$ cat config.mk
export PLATFORM = sky130hd
export DESIGN_NAME = slink_rx_lane_deskew
export DESIGN_NICKNAME = d
export VERILOG_FILES = /design/src/rtl/slink_rx_lane_deskew.sv
export SDC_FILE = /design/constraint.sdc
export NUM_CORES = 1
export LEC_CHECK = 0
export CAP_MARGIN = 25
export CORE_UTILIZATION = 64
export CTS_BUF_LIST = sky130_fd_sc_hd__clkbuf_16
export DETAILED_ROUTE_END_ITERATION = 10
export GPL_TIMING_DRIVEN = 0
export PLACE_DENSITY = 0.94
export SLEW_MARGIN = 20
export SYNTH_ARGS = -nofsm -noshare
export SYNTH_HDL_FRONTEND = slang
export SYNTH_SLANG_ARGS = --single-unit
$ cat constraint.sdc
create_clock -name clk -period 8.95 [get_ports clk]
set_clock_uncertainty 0.1 [all_clocks]
set_input_delay 2.685 -clock clk [delete_from_list [all_inputs] [get_ports clk]]
set_output_delay 2.685 -clock clk [all_outputs]
set_load 0.05 [all_outputs]
$ cat src/rtl/slink_rx_lane_deskew.sv
// Receive-side lane deskew: buffers early lanes so every lane presents its sync byte in the same cycle.
// Optional post-lock alignment check and relock enabled by defining SLINK_DESKEW_RELOCK_EN.
module slink_rx_lane_deskew #(
  parameter int DATA_WIDTH = 8,
  parameter int NUM_LANES  = 4,
  parameter int DEPTH      = 8,
  parameter logic [DATA_WIDTH-1:0] SYNC_SYMBOL = 8'hBC
) (
  input  logic                            clk,
  input  logic                            reset,
  input  logic                            enable,
  input  logic [NUM_LANES*DATA_WIDTH-1:0] rx_data,
  input  logic                            rx_data_ctrl,
  output logic [NUM_LANES*DATA_WIDTH-1:0] des_data,
  output logic                            des_data_ctrl,
  output logic                            des_valid,
  output logic                            locked,
  output logic                            skew_err
);

  localparam int PW = $clog2(DEPTH);
  localparam int SW = PW + 1;
  localparam logic [SW-1:0] SKEW_ERR_AT = SW'(DEPTH - 1);

  localparam logic [2:0] ST_IDLE      = 3'd0;
  localparam logic [2:0] ST_SEARCH    = 3'd1;
  localparam logic [2:0] ST_WAIT_ALL  = 3'd2;
  localparam logic [2:0] ST_LOCK_LOAD = 3'd3;
  localparam logic [2:0] ST_LOCKED    = 3'd4;

  logic [2:0]                      state;
  logic [PW-1:0]                   wptr;
  logic [PW-1:0]                   rptr [NUM_LANES];
  logic [PW-1:0]                   cap  [NUM_LANES];
  logic [NUM_LANES-1:0]            seen;
  logic [NUM_LANES-1:0]            hit;
  logic [NUM_LANES-1:0]            seen_nxt;
  logic [SW-1:0]                   skew_cnt;
  logic [SW-1:0]                   skew_inc;
  logic [DATA_WIDTH-1:0]           lane_buf [NUM_LANES][DEPTH];
  logic                            ctrl_buf [DEPTH];
  logic [NUM_LANES*DATA_WIDTH-1:0] rd_word;
  logic [NUM_LANES*DATA_WIDTH-1:0] rd_p0;
  logic                            ctrl_p0;
  logic                            vld_p0;
`ifdef SLINK_DESKEW_RELOCK_EN
  logic [NUM_LANES-1:0]            rd_sync;
`endif

  always_comb begin
    hit     = '0;
    rd_word = '0;
    for (int i = 0; i < NUM_LANES; i++) begin
      hit[i] = (rx_data[i*DATA_WIDTH +: DATA_WIDTH] == SYNC_SYMBOL);
      rd_word[i*DATA_WIDTH +: DATA_WIDTH] = lane_buf[i][rptr[i]];
    end
    seen_nxt = seen | hit;
    skew_inc = skew_cnt + 1'b1;
  end

`ifdef SLINK_DESKEW_RELOCK_EN
  always_comb begin
    rd_sync = '0;
    for (int i = 0; i < NUM_LANES; i++)
      rd_sync[i] = (rd_p0[i*DATA_WIDTH +: DATA_WIDTH] == SYNC_SYMBOL);
  end
`endif

  // Lane buffers: shared write pointer, contents never reset
  always_ff @(posedge clk) begin
    if (enable) begin
      for (int i = 0; i < NUM_LANES; i++)
        lane_buf[i][wptr] <= rx_data[i*DATA_WIDTH +: DATA_WIDTH];
      ctrl_buf[wptr] <= rx_data_ctrl;
    end
  end

  // Stage p0: aligned read out of the buffers
  always_ff @(posedge clk) begin
    if (enable && state == ST_LOCKED) begin
      rd_p0   <= rd_word;
      ctrl_p0 <= ctrl_buf[rptr[0]];
    end
  end

  always_ff @(posedge clk) begin
    if (reset) begin
      state         <= ST_IDLE;
      wptr          <= '0;
      seen          <= '0;
      skew_cnt      <= '0;
      vld_p0        <= 1'b0;
      des_data      <= '0;
      des_data_ctrl <= 1'b0;
      des_valid     <= 1'b0;
      locked        <= 1'b0;
      skew_err      <= 1'b0;
      for (int i = 0; i < NUM_LANES; i++) rptr[i] <= '0;
    end else if (!enable) begin
      state         <= ST_IDLE;
      seen          <= '0;
      vld_p0        <= 1'b0;
      des_data      <= '0;
      des_data_ctrl <= 1'b0;
      des_valid     <= 1'b0;
      locked        <= 1'b0;
      skew_err      <= 1'b0;
    end else begin
      wptr     <= wptr + 1'b1;
      skew_err <= 1'b0;
      vld_p0   <= 1'b0;
      // Output stage: registered from p0, zeroed whenever not aligned
      des_data      <= vld_p0 ? rd_p0 : '0;
      des_data_ctrl <= vld_p0 & ctrl_p0;
      des_valid     <= vld_p0;
      locked        <= vld_p0;
      case (state)
        ST_IDLE: state <= ST_SEARCH;
        ST_SEARCH: begin
          if (|hit) begin
            for (int i = 0; i < NUM_LANES; i++)
              if (hit[i]) cap[i] <= wptr;
            seen     <= hit;
            skew_cnt <= '0;
            state    <= (&hit) ? ST_LOCK_LOAD : ST_WAIT_ALL;
          end
        end
        ST_WAIT_ALL: begin
          skew_cnt <= skew_inc;
          // Timeout cycle ignores any hits that arrive with it
          if (skew_inc >= SKEW_ERR_AT) begin
            skew_err <= 1'b1;
            seen     <= '0;
            state    <= ST_SEARCH;
          end else begin
            for (int i = 0; i < NUM_LANES; i++)
              if (hit[i] && !seen[i]) cap[i] <= wptr;
            seen <= seen_nxt;
            if (&seen_nxt) state <= ST_LOCK_LOAD;
          end
        end
        ST_LOCK_LOAD: begin
          for (int i = 0; i < NUM_LANES; i++) rptr[i] <= cap[i];
          state <= ST_LOCKED;
        end
        ST_LOCKED: begin
          vld_p0 <= 1'b1;
          for (int i = 0; i < NUM_LANES; i++) rptr[i] <= rptr[i] + 1'b1;
`ifdef SLINK_DESKEW_RELOCK_EN
          if (vld_p0 && (|rd_sync) && !(&rd_sync)) begin
            skew_err <= 1'b1;
            seen     <= '0;
            vld_p0   <= 1'b0;
            state    <= ST_SEARCH;
          end
`endif
        end
        default: state <= ST_IDLE;
      endcase
    end
  end

endmodule

==> run metrics <==
Antenna Cells 0; Mapped Cells between 600 and 700; Worst EP required 9.16 ns; vias in the first global route between 7000 and 8000; area grow syn2layout 19.0%; CP Capture Type register; CTS Hold Bufs 0; main flop type after synthesis edfxtp_1; FFs w/ async S/R, synth 0%; HPWL Detailed 19800 um; Clock Sinks approximately 370; Critical-path top delay cell clkbuf_1; first-pass GRT wire length about 51000 um; Cells after DPL 1045; Seq cells post-synth roughly 370; CTS resizes 0; Fmax achieved 0.203 GHz; row count 53; unrepaired setup endpoints after global routing false; worst-skew pair later-pin latency between 0.5 and 0.6 ns; final setup vio count 0; Tightest Hold Check Type register to register; Final Net Count ~850; routed vias/inst 6.98; clk slew on worst S/H paths around 0.060 ns; final wirelength 34700 um; register area share after synthesis between 70 and 80%; Power Density approximately 220 nW/um^2; fraction of layout cells with a size suffix above 1 approximately a quarter; final worst-path cycle share a little over half; DRC viols 0; die height between 100 and 150 um; reg2reg end rd_p0[6]; largest net degree at the start of global routing 20; status complete, no violations; worst-path maximum fanout 10; root cell of the clock tree clkbuf_16; initial antenna violation count 0; Post-synth EDFFs roughly 320; gpl congestion roughly 0.81; # IOs 72; most used cell, CP clkbuf_1; most frequent cells in the layout 321 x edfxtp_1, 71 x clkdlybuf4s50_1, 66 x mux4_2; Synth Warn # 0; die width around 150 um; min cycle time layout between 4 and 5 ns; fillcell total approximately 900; Lkg Pwr about 0.0055 uW; Iteration-0 DRC Markers approximately 990; Post-DP Area 15300 um^2; mapped cell area about 14000 um^2; area of the multi-input gates ~3100 um^2; die area between 20000 and 25000 um^2; Post-CTS Setup Bufs 0; post-synth cell types 47; r2r worst-path depth 4; Worst Hold Path Cells 1; CTS tree done; CP max stage delay between 0.5 and 0.6 ns; Slew HR 44.4%; max_cap viols 0; Reg2Reg Setup Slack 6.20 ns; DR WL/cell ~31 um; Tot GR Track Use 32.8%; worst hold start rd_p0[30]; Initial Util roughly 66%; Crit path max-delay family buffers and inverters; Layout Utilization 77.9%; Setup TNS 0 ns; core area 21200 um^2; buffer depth of the longest clock path 3; buffers and inverters on the worst path 3; Non-Filler Instances roughly 1100; H-tree depth 2; syn nets 721; DR pass1 iterations 8; crit path cell chain clkdlybuf4s50_1 -> nor2b_1 -> clkbuf_1 -> and2_1 -> clkbuf_1 -> nand2_1 -> o21ai_0; vias post-DR between 7000 and 8000; Sequential cell area between 10000 and 15000 um^2; CP arrival just over 5 ns; PortBufs 71; Final Hold Vio Count 0; worst slew pin tran 0.829 ns; CP Launch Type primary input; most common cell after layout, fill and taps aside edfxtp_1; Hold EP des_data[30]; Synth Area per Inst about 20 um^2; GRT Residual Overflow 0; reg2reg start rptr[0][1]; TritonCTS Buffers 36; WS Path Type primary input to register; antenna viol nets, final 0; Peak VDD IR about 0.00014 V; cell area after layout about 16000 um^2; final slew viol count 0
==> synthesized netlist by cell type, types with 5 or more instances <==
cell / number / area share (%)
o21ai_0: 9 / 0.32
edfxtp_1: 321 / 70
buf_1: 5 / 0.14
nor3_1: 5 / 0.18
buf_2: 10 / 0.36
nand2b_1: 9 / 0.41
nor2_1: 19 / 0.51
clkbuf_1: 17 / 0.46
mux2_2: 33 / 2.7
and3_1: 33 / 1.5
nand2_1: 23 / 0.62
dfxtp_1: 50 / 7.2
ha_1: 7 / 0.63
nand4b_1: 5 / 0.32
a21oi_1: 5 / 0.18
mux4_2: 66 / 11
==> power breakdown <==
part           internal, uW  switching [uW]  total, uW
Combinational          73.0            97.4        170
Sequential             1910            15.1       1930
Clock                   865             632       1500
Total                  2850             745       3600
==> through the flow <==
stage | power, uW | hold WS [ns] | setup slack, ns
after floorplan | 2040 | 0.343 | 3.13
after global placement | 2100 | 0.356 | 0.132
after detailed placement | 2120 | 0.365 | 3.64
after CTS | 3590 | 0.379 | 4.11
after global routing | 3670 | 0.393 | 3.95
final | 3600 | 0.375 | 4.03
==> kinds of logic after synthesis <==
kind of cell,Yosys count,share of synthesized area (%)
DFF,371,76.8
xor gates and xnor gates,7,0.442
muxes,101,13.6
and+or+nand+nor,116,5.13
buffers and inverters,36,1.09
AOI/OAI and AO/OA,40,2.35
adders and majority gates,7,0.632
==> metal layers <==
layer	vias to the layer above	track usage (%)	part of all wire, %
met4	0	18.8	5.9
met3	184	7.86	12
met1	3798	41.1	33
met5	-	0	0
li1	3014	-	-
met2	750	52.9	50
==> state kept, by name, indices dropped and copies added (netlist names) <==
name           cells
vld_p0             1
seen               4
cap               12
lane_buf         256
des_data          32
ctrl_p0            1
locked             1
skew_err           1
des_data_ctrl      1
wptr               3
rd_p0             32
skew_cnt           4
state              3
rptr              12
ctrl_buf           8
==> layout make-up <==
type / instances / area share, %
Timing Repair Buffer: 92 / 6.50
Sequential cell: 371 / 64.5
Tap cell: 275 / 2.09
Inverter: 3 / 0.0683
Buffer: 33 / 0.850
Multi-Input combinational cell: 271 / 19.0
Clock buffer: 37 / 5.62
Clock inverter: 27 / 1.36
==> how the worst max path moves through the flow <==
stage                            from              end  slack [ns]  cells after the start
after floorplan                enable      ctrl_buf[0]        3.13                      3
after global placement         enable  lane_buf[1][28]        0.13                      4
after detailed placement  rx_data[29]        cap[3][1]        3.64                      4
after CTS                       reset       rptr[3][0]        4.11                      7
after global routing            reset       rptr[3][0]        3.95                      7
final                           reset       rptr[3][0]        4.03                      7
Note: power is estimated with default switching activity, not from simulation.
